### src/rtl/uart_pkg.sv
// uart_pkg: definitions shared by the UART transmit and receive FSMs.
//   UART_DATA_W  : data bits per frame (8)
//   UART_DIV_W   : width of the baud divisor (20)
//   UART_MIN_DIV : smallest usable bit period in clk cycles (2)
//   uart_tx_state_t and ST_* : one-hot TX FSM state encoding.
// Optional build macro: UART_TX_PARITY_EN adds the PARI state, which widens
// the state vector to 5 bits.
package uart_pkg;

  localparam int UART_DATA_W  = 8;
  localparam int UART_DIV_W   = 20;
  localparam int UART_MIN_DIV = 2;

`ifdef UART_TX_PARITY_EN
  localparam int UART_TX_ST_W = 5;
`else
  localparam int UART_TX_ST_W = 4;
`endif

  typedef logic [UART_TX_ST_W-1:0] uart_tx_state_t;

  localparam uart_tx_state_t ST_IDLE = UART_TX_ST_W'(1);
  localparam uart_tx_state_t ST_STAR = UART_TX_ST_W'(2);
  localparam uart_tx_state_t ST_TXDA = UART_TX_ST_W'(4);
  localparam uart_tx_state_t ST_STOP = UART_TX_ST_W'(8);
`ifdef UART_TX_PARITY_EN
  localparam uart_tx_state_t ST_PARI = UART_TX_ST_W'(16);
`endif

endpackage

### src/rtl/uart_tx_baud_gen.sv
// uart_tx_baud_gen: bit-period timer for the UART transmitter.
//   clk, rst : clock, asynchronous active-high reset
//   en       : count enable; the counter is held at 0 while en is low, so
//              every rise of en starts a fresh bit period from 0
//   div      : bit period P in clk cycles (caller guarantees P >= 2)
//   bit_end  : high during the last cycle (count P-1) of each bit period
module uart_tx_baud_gen
  import uart_pkg::*;
#(
  parameter int DIV_W = UART_DIV_W
) (
  input  logic             clk,
  input  logic             rst,
  input  logic             en,
  input  logic [DIV_W-1:0] div,
  output logic             bit_end
);

  logic [DIV_W-1:0] cnt_q;

  assign bit_end = en && (cnt_q == (div - DIV_W'(1)));

  always_ff @(posedge clk or posedge rst) begin
    if (rst) begin
      cnt_q <= '0;
    end else if (!en || bit_end) begin
      cnt_q <= '0;
    end else begin
      cnt_q <= cnt_q + DIV_W'(1);
    end
  end

endmodule

### src/rtl/uart_tx_fsm.sv
// uart_tx_fsm: 8N1 UART transmitter fed from a first-word-fall-through FIFO.
//   clk, rst     : clock, asynchronous active-high reset
//   baudrate_i   : clk cycles per bit; values below 2 are treated as 2,
//                  sampled once per frame at launch
//   tx_en_i      : allow new frames to launch (a running frame always ends)
//   empty_i      : FIFO empty; tx_data_i is the FIFO head when low
//   rd_en_o      : FIFO pop strobe, combinational, one cycle per byte
//   tx_o         : serial line (registered, idles high)
//   busy_o       : frame in progress (registered)
//   tx_done_o    : combinational pulse in the last stop-bit cycle
// Optional build macro: UART_TX_PARITY_EN adds input parity_odd_i
// (0 = even, 1 = odd) and a parity bit between the data bits and the stop bit.
//
// Handshake: a byte moves from the FIFO whenever rd_en_o is high on a clk
// edge; rd_en_o is only raised while empty_i is low, so the FIFO never sees
// a pop it cannot honour.
module uart_tx_fsm
  import uart_pkg::*;
#(
  parameter int DATA_W = UART_DATA_W,
  parameter int DIV_W  = UART_DIV_W
) (
  input  logic              clk,
  input  logic              rst,
  input  logic [DIV_W-1:0]  baudrate_i,
  input  logic              tx_en_i,
  input  logic              empty_i,
  input  logic [DATA_W-1:0] tx_data_i,
`ifdef UART_TX_PARITY_EN
  input  logic              parity_odd_i,
`endif
  output logic              rd_en_o,
  output logic              tx_o,
  output logic              busy_o,
  output logic              tx_done_o
);

  uart_tx_state_t    state_q, state_d;
  logic [DATA_W-1:0] shift_q, shift_d;
  logic [2:0]        idx_q, idx_d;
  logic [DIV_W-1:0]  div_q, div_d;
  logic              tx_q, tx_d;
  logic              busy_q;
  logic              bit_end;
  logic              launch_ok;
  logic              pop;
  logic              done;
`ifdef UART_TX_PARITY_EN
  logic              par_q, par_d;
`endif

  uart_tx_baud_gen #(.DIV_W(DIV_W)) u_baud (
    .clk     (clk),
    .rst     (rst),
    .en      (state_q != ST_IDLE),
    .div     (div_q),
    .bit_end (bit_end)
  );

  // rst is folded in so the pop strobe stays low for the whole reset window.
  assign launch_ok = tx_en_i && !empty_i && !rst;

  always_comb begin
    state_d = state_q;
    shift_d = shift_q;
    idx_d   = idx_q;
    div_d   = div_q;
    pop     = 1'b0;
    done    = 1'b0;
`ifdef UART_TX_PARITY_EN
    par_d   = par_q;
`endif
    case (state_q)
      ST_IDLE: begin
        if (launch_ok) begin
          pop     = 1'b1;
          state_d = ST_STAR;
        end
      end
      ST_STAR: begin
        if (bit_end) begin
          state_d = ST_TXDA;
          idx_d   = 3'd0;
        end
      end
      ST_TXDA: begin
        if (bit_end) begin
          shift_d = shift_q >> 1;
          idx_d   = idx_q + 3'd1;
          if (idx_q == 3'd7) begin
`ifdef UART_TX_PARITY_EN
            state_d = ST_PARI;
`else
            state_d = ST_STOP;
`endif
          end
        end
      end
`ifdef UART_TX_PARITY_EN
      ST_PARI: begin
        if (bit_end) state_d = ST_STOP;
      end
`endif
      ST_STOP: begin
        if (bit_end) begin
          done = 1'b1;
          // Back-to-back: the next start bit follows the stop bit directly.
          if (launch_ok) begin
            pop     = 1'b1;
            state_d = ST_STAR;
          end else begin
            state_d = ST_IDLE;
          end
        end
      end
      default: state_d = ST_IDLE;
    endcase

    if (pop) begin
      shift_d = tx_data_i;
      div_d   = (baudrate_i < DIV_W'(UART_MIN_DIV)) ? DIV_W'(UART_MIN_DIV) : baudrate_i;
`ifdef UART_TX_PARITY_EN
      par_d   = (^tx_data_i) ^ parity_odd_i;
`endif
    end

    // The line register is loaded from the next state so tx_o changes on the
    // same edge as the state it belongs to.
    case (state_d)
      ST_STAR: tx_d = 1'b0;
      ST_TXDA: tx_d = shift_d[0];
`ifdef UART_TX_PARITY_EN
      ST_PARI: tx_d = par_d;
`endif
      default: tx_d = 1'b1;
    endcase
  end

  always_ff @(posedge clk or posedge rst) begin
    if (rst) begin
      state_q <= ST_IDLE;
      shift_q <= '0;
      idx_q   <= '0;
      div_q   <= DIV_W'(UART_MIN_DIV);
      tx_q    <= 1'b1;
      busy_q  <= 1'b0;
`ifdef UART_TX_PARITY_EN
      par_q   <= 1'b0;
`endif
    end else begin
      state_q <= state_d;
      shift_q <= shift_d;
      idx_q   <= idx_d;
      div_q   <= div_d;
      tx_q    <= tx_d;
      busy_q  <= (state_d != ST_IDLE);
`ifdef UART_TX_PARITY_EN
      par_q   <= par_d;
`endif
    end
  end

  assign rd_en_o   = pop;
  assign tx_done_o = done;
  assign tx_o      = tx_q;
  assign busy_o    = busy_q;

endmodule

### config.mk
export PLATFORM = sky130hd
export DESIGN_NAME = uart_tx_fsm
export DESIGN_NICKNAME = d
export VERILOG_FILES = /design/src/rtl/uart_pkg.sv /design/src/rtl/uart_tx_baud_gen.sv /design/src/rtl/uart_tx_fsm.sv
export SDC_FILE = /design/constraint.sdc
export NUM_CORES = 1
export LEC_CHECK = 0
export CAP_MARGIN = 30
export CORE_ASPECT_RATIO = 1.2
export CORE_MARGIN = 10
export CORE_UTILIZATION = 51
export CTS_CLUSTER_SIZE = 40
export DETAILED_ROUTE_END_ITERATION = 10
export GPL_ROUTABILITY_DRIVEN = 0
export MAX_ROUTING_LAYER = met4
export PLACE_DENSITY = 0.76
export REMOVE_ABC_BUFFERS = 1
export SLEW_MARGIN = 10
export SYNTH_ARGS = -nofsm -noshare
export SYNTH_HDL_FRONTEND = slang
export SYNTH_SLANG_ARGS = --single-unit
### constraint.sdc
create_clock -name clk -period 3.2 [get_ports clk]
set_input_delay 0.64 -clock clk [delete_from_list [all_inputs] [get_ports clk]]
set_output_delay 0.64 -clock clk [all_outputs]
set_load 0.005 [all_outputs]
==> summary.txt <==
Yosys
  – Main flop type after synthesis: dfrtp_1
  – Post-synthesis mux area share: 12.31%
  – Synth Warn #: 0
  – Cell area after synthesis: 3344 sq um
  – Post-synth cell types: 58
  – Xor and xnor area share after synthesis: ~12%
  – Largest family of logic cells by synthesized area: simple AND/OR/NAND/NOR gates
  – EDFF count, synth: 0
  – Asr flop ratio synth: 100.0%
  – Number of synthesized register bits: 57
  – Post-synthesis compound-gate area fraction: between 6 and 7%
  – Mapped Cells: about 320
  – Simple-gate area share of the yosys netlist: 21.92%
  – Avg Synthesized Cell Area: 10.42 sq um
  – Post-Synth Adder-Cell Area: approximately 1.5%
  – Sequential element share of the synthesized area: 42.76%

Global route
  – First-pass GRT wire length: 14230 um
  – Global route overflow: 0
  – All-Layer GR Usage: 17.78%
  – Vias in the first global route: 3027
  – Largest net degree at the start of global routing: 39
  – Antenna violations before repair: 0

Die
  – Core area: 6406 sq um
  – Initial Utilization: 52.21%
  – Die area: about 10000 sq um
  – Die height: roughly 110 um
  – Io pins: 36
  – Site row count: 32
  – Chip width: between 90 and 100 um

Clock tree
  – Clock Path Buffers: 2
  – CTS Hold Bufs: 0
  – CTS Buf Count: 9
  – Clock Sinks: 57
  – Root Buffer: clkbuf_8
  – CTS clk-pin slew, worst paths: 0.07 ns
  – H-tree levels: 3
  – Clk_lat worst skew: 0.34 ns
  – CTS tree: built

Min path
  – Worst hold path startpoint: idx_q[2]$_DFFE_PP0P_
  – WHS Path Cells: 1
  – Hold Path End: idx_q[2]$_DFFE_PP0P_
  – Hold Crit Class: reg -> reg

Placement
  – Input/output buffers: 35
  – Final HPWL DP: 6080 um
  – Post-DP Area: 4070 sq um
  – Place WS: -0.3492 ns

Timing
  – Clock Skews: 0.007350 ns
  – Post-layout min period: approximately 3.5 ns
  – Tcrit/Tclk final: 108.4%
  – Unrepaired setup endpoints after global routing: yes
  – Max-slew violation count: 0
  – Relative slew margins: 44.09%
  – Final WS setup: -0.2700 ns
  – Fmax: 288.2 MHz
  – Worst Tran Pin Value: 0.8322 ns
  – Finish-stage setup viols: 11
  – Hold Fails Final Rpt: 0

Critical path
  – CP max stage delay: 0.57 ns
  – Critical path origin: div_q[5]$_DFFE_PP0P_
  – Most common cell on crit path: or4_4
  – R2R depth: 10
  – Arrival time worst endpoint: 2.83 ns
  – Reg2reg setup slack: -0.18 ns
  – CP max FO: 4
  – R2r startpoint: div_q[5]$_DFFE_PP0P_
  – Req. time, crit path: 2.56 ns
  – FF-to-FF End: shift_q[0]$_DFF_PP0_
  – Worst Setup End Kind: primary output
  – Critical Setup Path Class: reg -> out
  – Cell Chain, Critical Path: or4_4, or4_4, a2bb2oi_4, nand4_4, nor4_4, buf_4, and2_4, buf_6
  – Critical Path Start Type: register
  – Worst path slowest cell: or4_4

Power and ir drop
  – IR drop worst, VDD: 314.4 uV
  – P per Cell Area: 483.7 nW/um^2
  – P_leak: a little under 2 nW

Routing
  – WL final: about 8900 um
  – Highest routed layer: met4
  – Drt wl/cell: 17.76 um
  – Met3 Routed Length: 377 um
  – Vias: 2780
  – Starting DRT DRC Count: 153
  – Met1 WL: 3474 um
  – Drt pass-1 iters: 4
  – DR vias/cell: 5.571
  – Post-route ant nets: 0
  – # DRC: 0
  – Met2 routed WL: 4726 um

Cells and area
  – Diodes inserted: 0
  – Layout Cell Area excl Fill: 4556 sq um
  – Layout area overhead: 36.21%
  – Fillers: roughly 450
  – Total Nets Final: approximately 450
  – Layout cells sized above 1: 31.64%

Run
  – Max Cap Viol: 0

Status
  – Failing checks: setup timing
  – Status: finished, violations left
==> repair_timing <==
item,in CTS,in global routing
setup buffers,9,3
setup endpoints to repair,13,54
cloned,1,0
gates resized for setup,32,25
pin swaps,16,18
==> cells by family (layout without fill, tap and decap cells) <==
group                    after synthesis  count (layout)
adder cells (fa/ha/maj)                4               4
AND/OR/NAND/NOR                      129             130
buffers and inverters                 22             114
multiplexers                          37              37
AO/OA/AOI/OAI                         28              28
flip-flops                            57              57
XOR/XNOR                              44              44
==> cell usage after synthesis, types with 2 or more instances <==
cell | count | area [sq um]
nand4_2 | 2 | 25.02
xor2_1 | 20 | 175.2
xnor2_1 | 24 | 210.2
or2_2 | 3 | 18.77
mux2_2 | 16 | 180.2
nor2_1 | 33 | 123.9
nor3_1 | 10 | 50.05
o21ai_1 | 4 | 20.02
nor2b_1 | 2 | 12.51
nand3_1 | 12 | 60.06
dfstp_2 | 3 | 78.83
a22o_1 | 2 | 17.52
and3_1 | 6 | 37.54
buf_2 | 5 | 25.02
nand4_1 | 8 | 50.05
a21o_1 | 2 | 15.01
mux2i_1 | 4 | 40.04
ha_1 | 4 | 50.05
mux2_1 | 17 | 191.4
nor4b_1 | 3 | 26.28
buf_6 | 2 | 22.52
inv_1 | 9 | 33.78
nand2_1 | 13 | 48.80
o31ai_1 | 4 | 30.03
nor4_1 | 10 | 62.56
nand3b_1 | 4 | 30.03
or3_1 | 3 | 18.77
o211ai_1 | 3 | 22.52
or4_1 | 4 | 30.03
nand2b_1 | 4 | 25.02
and4_1 | 2 | 17.52
dfrtp_1 | 54 | 1351
clkbuf_1 | 4 | 15.01
==> layout make-up <==
cell class	count	area, sq um	share of cell area, %
timing repair buffer	88	775.7	17.03
clock inverter	3	15.01	0.3296
sequential	57	1430	31.39
tap	85	106.4	2.335
clock buffer	13	168.9	3.708
multi-input combinational	243	2022	44.38
inverter	10	37.54	0.8239
==> registers in the layout (all words and copies together), names as in the netlist <==
| register | count |
|---|---|
| idx_q | 3 |
| div_q | 20 |
| u_baud.cnt_q | 20 |
| tx_o | 1 |
| busy_o | 1 |
| shift_q | 8 |
| state_q | 4 |
==> critical path: cells and delay by family (launching register included) <==
kind                   cells  cell delay [ns]
and+or+nand+nor            5             1.65
DFF                        1             0.44
buffers and inverters      2             0.24
AOI/OAI and AO/OA          1             0.17
==> report_power, final <==
| part | internal [mW] | switching (mW) |
|---|---|---|
| combinational | 0.370 | 0.314 |
| sequential | 0.810 | 0.0863 |
| clock | 0.341 | 0.283 |
==> layer usage <==
layer,GRT usage (%),vias up
met3,4.746,24
li1,-,1334
met2,30.17,68
met1,18.98,1354
met5,-,-
met4,8.043,0
==> metrics by stage <==
stage | instances | util (%) | hold slack, ns | setup TNS, ns | power, mW
6_report | 499 | 71.11 | 0.5186 | -1.693 | 2.204
3_3_place_gp | 472 | 63.54 | 0.4980 | -0.5974 | 1.452
3_5_place_dp | 472 | 63.54 | 0.5000 | -1.047 | 1.470
5_1_grt | 499 | 71.11 | 0.5473 | -2.891 | 2.312
2_1_floorplan | 309 | - | 0.4771 | -19.72 | 1.202
4_1_cts | 497 | 69.18 | 0.5180 | -2.063 | 2.162
==> cells in the final DEF, fill, tap and decap left out, types with 6 or more instances in the layout <==
master / synthesis / routed
and3_1: 6 / 6
buf_4: 1 / 47
buf_6: 2 / 6
clkbuf_8: 0 / 12
clkdlybuf4s50_1: 0 / 33
dfrtp_1: 54 / 54
inv_1: 9 / 6
mux2_1: 17 / 17
mux2_2: 16 / 12
nand2_1: 13 / 13
nand3_1: 12 / 9
nand4_1: 8 / 8
nor2_1: 33 / 32
nor3_1: 10 / 8
nor4_1: 10 / 8
xnor2_1: 24 / 24
xor2_1: 20 / 20
==> worst max-delay path by stage <==
| stage | end |
|---|---|
| floorplan | rd_en_o |
| global placement | tx_done_o |
| detailed placement | tx_done_o |
| CTS | tx_done_o |
| global route | rd_en_o |
| finish | tx_done_o |
Power figures use the tool's default switching activity.
